==> src/rtl/spi_rx_pkg.sv <==
// Shared types and constants for the SPI mode-0 slave receiver.
// Holds the FSM state enum, the status-byte layout and the FIFO entry width.
package spi_rx_pkg;

    typedef enum logic {
        IDLE   = 1'b0,
        ACTIVE = 1'b1
    } state_e;

    // FIFO entry: {first_flag, data[7:0]}
    localparam int ENTRY_W      = 9;

    // Status byte: {overflow, 2'b00, count[4:0] saturated}
    localparam int STAT_OVF_BIT = 7;
    localparam int STAT_CNT_W   = 5;
    localparam int STAT_CNT_MAX = 31;

    function automatic logic [7:0] status_byte(input logic ovf,
                                               input int unsigned cnt);
        logic [7:0] s;
        s = '0;
        s[STAT_OVF_BIT] = ovf;
        if (cnt > STAT_CNT_MAX)
            s[STAT_CNT_W-1:0] = STAT_CNT_W'(STAT_CNT_MAX);
        else
            s[STAT_CNT_W-1:0] = STAT_CNT_W'(cnt);
        return s;
    endfunction

endpackage

==> src/rtl/sync_fifo.sv <==
// Single-clock show-ahead FIFO with a registered head output.
// Head register looks at pre-push occupancy, so a write shows one edge later.
module sync_fifo #(
    parameter int WIDTH = 9,
    parameter int DEPTH = 16
) (
    input  logic                     clk_i,
    input  logic                     rst_i,
    input  logic                     push_i,
    input  logic [WIDTH-1:0]         wdata_i,
    input  logic                     pop_i,
    output logic [WIDTH-1:0]         rdata_o,
    output logic                     valid_o,
    output logic [$clog2(DEPTH):0]   count_o,
    output logic                     full_o,
    output logic                     empty_o
);

    localparam int AW = $clog2(DEPTH);
    localparam int CW = AW + 1;

    if (DEPTH < 4 || (DEPTH & (DEPTH - 1)) != 0) begin : g_bad_depth
        $error("sync_fifo: DEPTH must be a power of two >= 4");
    end

    logic [WIDTH-1:0] mem_q [DEPTH];
    logic [AW-1:0]    wr_ptr_q, rd_ptr_q, rd_ptr_d;
    logic [CW-1:0]    count_q, count_d, avail;
    logic [WIDTH-1:0] dout_q, dout_d;
    logic             valid_q, valid_d;
    logic             push_ok, pop_ok;

    assign full_o  = (count_q == CW'(DEPTH));
    assign empty_o = (count_q == '0);
    assign pop_ok  = pop_i && valid_q;
    assign push_ok = push_i && (!full_o || pop_ok);

    // Next head: entries that existed before this edge's write
    always_comb begin
        rd_ptr_d = rd_ptr_q + AW'(pop_ok);
        count_d  = count_q + CW'(push_ok) - CW'(pop_ok);
        avail    = count_q - CW'(pop_ok);
        valid_d  = (avail != '0);
        dout_d   = valid_d ? mem_q[rd_ptr_d] : '0;
    end

    // Storage array, written without reset
    always_ff @(posedge clk_i) begin
        if (push_ok) mem_q[wr_ptr_q] <= wdata_i;
    end

    // Pointers, occupancy and registered head
    always_ff @(posedge clk_i or posedge rst_i) begin
        if (rst_i) begin
            wr_ptr_q <= '0;
            rd_ptr_q <= '0;
            count_q  <= '0;
            dout_q   <= '0;
            valid_q  <= 1'b0;
        end else begin
            if (push_ok) wr_ptr_q <= wr_ptr_q + AW'(1);
            rd_ptr_q <= rd_ptr_d;
            count_q  <= count_d;
            dout_q   <= dout_d;
            valid_q  <= valid_d;
        end
    end

    assign rdata_o = dout_q;
    assign valid_o = valid_q;
    assign count_o = count_q;

endmodule

==> src/rtl/spi_slave_rx.sv <==
// SPI mode-0 slave receiver: synchronizes SCK/SS/MOSI into SYSCLK, shifts
// bytes into a FIFO tagged with a first-of-frame flag, returns status on MISO.
module spi_slave_rx
    import spi_rx_pkg::*;
#(
    parameter int FIFO_DEPTH  = 16,
    parameter int SCK_DIV_MIN = 8
) (
    input  logic                          SYSCLK,
    input  logic                          SYSRESET,
    input  logic                          SPI_CLK,
    input  logic                          SPI_SS,
    input  logic                          SPI_MOSI,
    output logic                          SPI_MISO,
    output logic [7:0]                    DOUT,
    output logic                          DOUT_FIRST,
    output logic                          DOUT_VALID,
    input  logic                          DOUT_READY,
    output logic [$clog2(FIFO_DEPTH):0]   FIFO_COUNT,
    output logic                          OVERFLOW,
    input  logic                          OVF_CLR
);

    if (SCK_DIV_MIN < 2) begin : g_bad_div
        $error("spi_slave_rx: SCK_DIV_MIN must be >= 2");
    end

    logic [2:0]         sck_q, ss_q;
    logic [1:0]         mosi_q;
    logic [1:0]         live_q;
    logic               armed_q;
    state_e             state_q;
    logic [2:0]         bit_cnt_q;
    logic               first_q;
    logic [6:0]         rx_q;
    logic [7:0]         tx_q, stat_q;
    logic               push_q;
    logic [ENTRY_W-1:0] push_data_q;
    logic               ovf_q;

    logic               sck_rise, sck_fall, ss_fall, ss_rise;
    logic [ENTRY_W-1:0] fifo_rdata;
    logic               fifo_valid, fifo_full, fifo_empty, pop, drop;
    logic [7:0]         status;

    assign sck_rise = sck_q[1] & ~sck_q[2];
    assign sck_fall = ~sck_q[1] & sck_q[2];
    assign ss_fall  = ~ss_q[1] & ss_q[2];
    assign ss_rise  = ss_q[1] & ~ss_q[2];
    assign status   = status_byte(ovf_q, 32'(FIFO_COUNT));
    assign pop      = DOUT_READY & fifo_valid & ~fifo_empty;
    assign drop     = push_q & fifo_full & ~pop;

    // Two-flop synchronizers plus an edge-detect stage on SCK and SS
    always_ff @(posedge SYSCLK or posedge SYSRESET) begin
        if (SYSRESET) begin
            sck_q  <= 3'b000;
            ss_q   <= 3'b111;
            mosi_q <= 2'b00;
        end else begin
            sck_q  <= {sck_q[1:0], SPI_CLK};
            ss_q   <= {ss_q[1:0], SPI_SS};
            mosi_q <= {mosi_q[0], SPI_MOSI};
        end
    end

    // Receive FSM: frame control, rx/tx shifters and push request
    always_ff @(posedge SYSCLK or posedge SYSRESET) begin
        if (SYSRESET) begin
            live_q      <= 2'b00;
            armed_q     <= 1'b0;
            state_q     <= IDLE;
            bit_cnt_q   <= 3'd0;
            first_q     <= 1'b0;
            rx_q        <= '0;
            tx_q        <= '0;
            stat_q      <= '0;
            push_q      <= 1'b0;
            push_data_q <= '0;
        end else begin
            push_q <= 1'b0;
            live_q <= {live_q[0], 1'b1};
            // SS must be seen high after reset before a fall counts
            if (live_q[1] && ss_q[1]) armed_q <= 1'b1;
            case (state_q)
                IDLE: begin
                    if (ss_fall && armed_q) begin
                        state_q   <= ACTIVE;
                        bit_cnt_q <= 3'd0;
                        first_q   <= 1'b1;
                        stat_q    <= status;
                        tx_q      <= status;
                    end
                end
                ACTIVE: begin
                    if (ss_rise) begin
                        state_q   <= IDLE;
                        bit_cnt_q <= 3'd0;
                        tx_q      <= '0;
                    end else begin
                        if (sck_rise) begin
                            rx_q      <= {rx_q[5:0], mosi_q[1]};
                            bit_cnt_q <= bit_cnt_q + 3'd1;
                            if (bit_cnt_q == 3'd7) begin
                                push_q      <= 1'b1;
                                push_data_q <= {first_q, rx_q, mosi_q[1]};
                                first_q     <= 1'b0;
                            end
                        end
                        if (sck_fall) begin
                            if (bit_cnt_q == 3'd0)
                                tx_q <= stat_q;
                            else
                                tx_q <= {tx_q[6:0], 1'b0};
                        end
                    end
                end
                default: state_q <= IDLE;
            endcase
        end
    end

    // Sticky overflow: a drop in the same cycle beats a clear
    always_ff @(posedge SYSCLK or posedge SYSRESET) begin
        if (SYSRESET)     ovf_q <= 1'b0;
        else if (drop)    ovf_q <= 1'b1;
        else if (OVF_CLR) ovf_q <= 1'b0;
    end

    sync_fifo #(
        .WIDTH (ENTRY_W),
        .DEPTH (FIFO_DEPTH)
    ) u_fifo (
        .clk_i   (SYSCLK),
        .rst_i   (SYSRESET),
        .push_i  (push_q),
        .wdata_i (push_data_q),
        .pop_i   (pop),
        .rdata_o (fifo_rdata),
        .valid_o (fifo_valid),
        .count_o (FIFO_COUNT),
        .full_o  (fifo_full),
        .empty_o (fifo_empty)
    );

    assign SPI_MISO   = tx_q[7];
    assign DOUT       = fifo_rdata[7:0];
    assign DOUT_FIRST = fifo_rdata[ENTRY_W-1];
    assign DOUT_VALID = fifo_valid;
    assign OVERFLOW   = ovf_q;

endmodule

==> config.mk <==
export PLATFORM = sky130hd
export DESIGN_NAME = spi_slave_rx
export DESIGN_NICKNAME = d
export VERILOG_FILES = /design/src/rtl/spi_rx_pkg.sv /design/src/rtl/sync_fifo.sv /design/src/rtl/spi_slave_rx.sv
export SDC_FILE = /design/constraint.sdc
export NUM_CORES = 1
export LEC_CHECK = 0
export ABC_AREA = 1
export BUFFER_PORTS_ARGS = -buffer_cell sky130_fd_sc_hd__buf_2
export CAP_MARGIN = 20
export CORE_UTILIZATION = 62
export CTS_CLUSTER_DIAMETER = 40
export DETAILED_ROUTE_END_ITERATION = 12
export GPL_TIMING_DRIVEN = 1
export MAX_ROUTING_LAYER = met4
export PLACE_DENSITY = 0.79
export SYNTH_ARGS = -nofsm -noshare
export SYNTH_HDL_FRONTEND = slang
export SYNTH_SLANG_ARGS = --single-unit
==> constraint.sdc <==
create_clock -name SYSCLK -period 4 [get_ports SYSCLK]
set_input_delay 0 -clock SYSCLK [delete_from_list [all_inputs] [get_ports SYSCLK]]
set_output_delay 0 -clock SYSCLK [all_outputs]
set_load 0.01 [all_outputs]
==> flow_metrics.tcl <==
set metrics [dict create \
    drc 0 \
    internal-power_mw 4.67 \
    r2r_start "u_fifo.count_o[2]" \
    worstSetupStartpointType "register" \
    area_growth_pct 13.1 \
    clock_latency_ps 520 \
    cts_buffers 26 \
    io_pins 24 \
    finalCritPeriodShare_pct 77.0 \
    regArea_um2 6100 \
    rr_endpoint "u_fifo.rdata_o[7]" \
    ff2ff_path_depth 12 \
    clockBufferDepth 3 \
    synth_fp_nets 794 \
    drt-met1-wl_mm 7.52 \
    drive_gt1_share_pct 11.6 \
    min_path_cells 5 \
    status "complete, no violations" \
    finalSetupTns_ps 0 \
    drt_iter0_markers 651 \
    htreeDepth 1 \
    multi_input_area_um2 2370 \
    maxCapViolations 0 \
    critPathKind "register to register" \
    start_util_pct 63.7 \
    fillCellCount 922 \
    drt-total-wl_mm 19.3 \
    fmax_mhz 325 \
    ys_seq_area_share_pct 69.0 \
    pwr-share-seq_pct 36.4 \
    fin_ws_ps 921 \
    antenna_left 0 \
    via_per_inst 5.97 \
    gp_congestion 0.894 \
    core.rowCount 43 \
    finalSetupViolations 0 \
    holdPathEnd "u_fifo.wr_ptr_q[0]" \
    die_h_um 121 \
    rsz0062_at_grt "false" \
    antenna_cells 0 \
    avgSynthCellArea_um2 11.5 \
    routedWlPerCell_um 19.3 \
    grt_pass1_wl_mm 31.3 \
    power.density_nw_per_um2 740 \
    slew_viol_final 0 \
    max_stage_delay_ps 590 \
    grt_max_degree 64 \
    max-slew-margin-rel_pct 24.5 \
    grt_pass1_vias 6058 \
    cts_root_buf "clkbuf_16" \
    crit_chain "inv_1 -> ha_1 -> nand3_2 -> nand3_2 -> inv_1 -> ha_1 -> xnor2_4 -> clkinv_1 -> nand3_1 -> nand2_1 -> nor2_1 -> nor2_1" \
    cts_sinks 215 \
    synthArstFlopShare_pct 33.0 \
    hpwl_mm 11.9 \
    chipWidth_um 121 \
    worstPathMaxFanout 19 \
    clk_pin_slew_ps 60 \
    port_buffers 23 \
    synth_edf_count 144 \
    r2r_slack_ps 920 \
    firstDrtPassIters 5 \
    required_ps 4410 \
    final_hold_viol_count 0 \
    p_leak_nw 4.18 \
    synth-seq-cells 215 \
    yosys_most_used_dff "edfxtp_1" \
    syn_area_um2 8850 \
    cts_resized 0 \
    cp-end-kind "register" \
    top_layer "met4" \
    wl_met2_mm 9.60 \
    power.share.switching_pct 36.9 \
    final_nets 824 \
    finalClockSkew_ps 16.7 \
    tightest_slew_ps 1130 \
    ir_worst_vdd_uv 620 \
    synthDistinctLibCells 33 \
    min_period_ps 3080 \
    grt.overflow.total 0 \
    hp-start "DOUT_READY" \
    crit_slowest_cell "clkinv_1" \
    place_ws_ps 906 \
    power.share.clock_pct 31.4 \
    crit_arrival_ps 3490 \
    grt_usage_pct 29.0 \
    route.met3.wl_mm 1.52 \
    postSynthCellCount 770 \
    core_area_um2 13900 \
    yosys_warnings 0 \
    dieArea_um2 14700 \
    pwr-share-comb_pct 32.2 \
    num_vias 5970 \
    cts_tree "done" \
    antenna_found_initial 0 \
    p_sw_mw 2.73 \
    holdWs_ps 67.3 \
    hold_class "input pin to register" \
]
-- repair_timing --
item,4_1_cts,5_1_grt
hold buffers,6,0
endpoints found under the hold margin,34,0
setup buffers,0,0
-- worst max path at each step --
stage,from,to,slack [ps],cells past startpoint
after global routing,u_fifo.count_o[2],u_fifo.rdata_o[2],600,12
after global placement,u_fifo.count_o[2],u_fifo.rdata_o[7],990,12
after detailed placement,u_fifo.count_o[2],u_fifo.rdata_o[7],910,12
final,u_fifo.count_o[2],u_fifo.rdata_o[7],920,12
after floorplan,u_fifo.count_o[2],u_fifo.rdata_o[7],1290,16
after CTS,u_fifo.count_o[2],u_fifo.rdata_o[1],920,12
-- cells in the mapped netlist, types with 6 or more instances --
master	number	area, um^2
nand2_1	143	537
ha_1	16	200
xor2_1	8	70.1
o21ai_0	25	125
clkbuf_1	6	22.5
edfxtp_1	144	4320
a21oi_1	41	205
dfrtp_1	68	1700
nand3_1	167	836
a22oi_1	6	45.0
buf_2	16	80.1
nor2_1	50	188
inv_1	40	150
-- routing by layer --
metal | global-route usage [%] | vias to the layer above
met3 | 6.20 | 63
li1 | - | 2741
met5 | - | -
met2 | 47.4 | 261
met4 | 10.8 | 0
met1 | 35.8 | 2905
-- kinds of logic (layout without fill, tap and decap cells) --
family / Yosys count / count (layout) / share of synthesized area [%]
buffers and inverters: 80 / 130 / 4.17
multiplexers: 1 / 1 / 0.127
adder cells (fa/ha/maj): 17 / 17 / 2.49
other: 1 / 1 / 0.0424
AND/OR/NAND/NOR: 372 / 372 / 18.6
flip-flops: 215 / 215 / 69.0
AO/OA/AOI/OAI: 75 / 75 / 4.46
XOR/XNOR: 9 / 9 / 1.10
-- sequential cells by signal, summed over array words and instances (netlist names), 2 cells and up --
name             cells
push_data_q          9
u_fifo.rdata_o       9
mosi_q               2
u_fifo.count_o       5
live_q               2
stat_q               6
bit_cnt_q            3
u_fifo.mem_q       144
u_fifo.rd_ptr_q      4
u_fifo.wr_ptr_q      4
tx_q                 8
ss_q                 3
rx_q                 7
sck_q                3
-- worst max-delay path: cells and delay by family, from the launching register on --
kind / cells / cell delay (ps)
adders and majority gates: 2 / 480
buffers and inverters: 3 / 820
DFF: 1 / 400
and+or+nand+nor: 6 / 740
xor gates and xnor gates: 1 / 510
-- layout by cell type, fill, tap and decap left out, types with 3 or more instances in the layout --
cell type | netlist | final
ha_1 | 16 | 16
dfstp_2 | 3 | 3
o21ai_0 | 25 | 25
clkinvlp_4 | 0 | 4
clkinv_1 | 3 | 3
clkbuf_16 | 0 | 27
xor2_1 | 8 | 8
nand3_1 | 167 | 167
a22oi_1 | 6 | 6
dlygate4sd3_1 | 0 | 6
nand2_1 | 143 | 143
buf_2 | 16 | 23
inv_2 | 2 | 3
nor2_1 | 50 | 50
clkinv_2 | 0 | 5
edfxtp_1 | 144 | 144
inv_8 | 0 | 4
dfrtp_1 | 68 | 68
a21oi_1 | 41 | 41
inv_1 | 40 | 39
clkbuf_8 | 0 | 3
buf_4 | 3 | 7
-- per-stage QoR --
step | std cells | util (%) | power, mW | instance area, um^2
after floorplan | 770 | - | 4.42 | 8850
after global placement | 946 | 65.3 | 5.00 | 9060
after detailed placement | 946 | 65.3 | 5.05 | 9060
after CTS | 1000 | 72.0 | 7.41 | 10000
after global routing | 1000 | 72.0 | 7.81 | 10000
final | 1000 | 72.0 | 7.40 | 10000
-- cell type report --
| cell class | instances | share of cell area (%) |
|---|---|---|
| clock buffers | 30 | 7.17 |
| clock inverters | 18 | 1.65 |
| inverters | 45 | 1.69 |
| multi-input cells | 475 | 23.7 |
| flip-flops and latches | 215 | 61.0 |
| well taps | 180 | 2.25 |
| repair buffers | 37 | 2.48 |
-- power groups by stage --
stage	clock network, mW	registers (mW)	logic, mW
after detailed placement	0	2.73	2.32
after global routing	2.44	2.71	2.65
after floorplan	0	2.73	1.69
after CTS	2.35	2.69	2.37
after global placement	0	2.73	2.28
final	2.33	2.69	2.38
(Power assumes the default switching activity.)
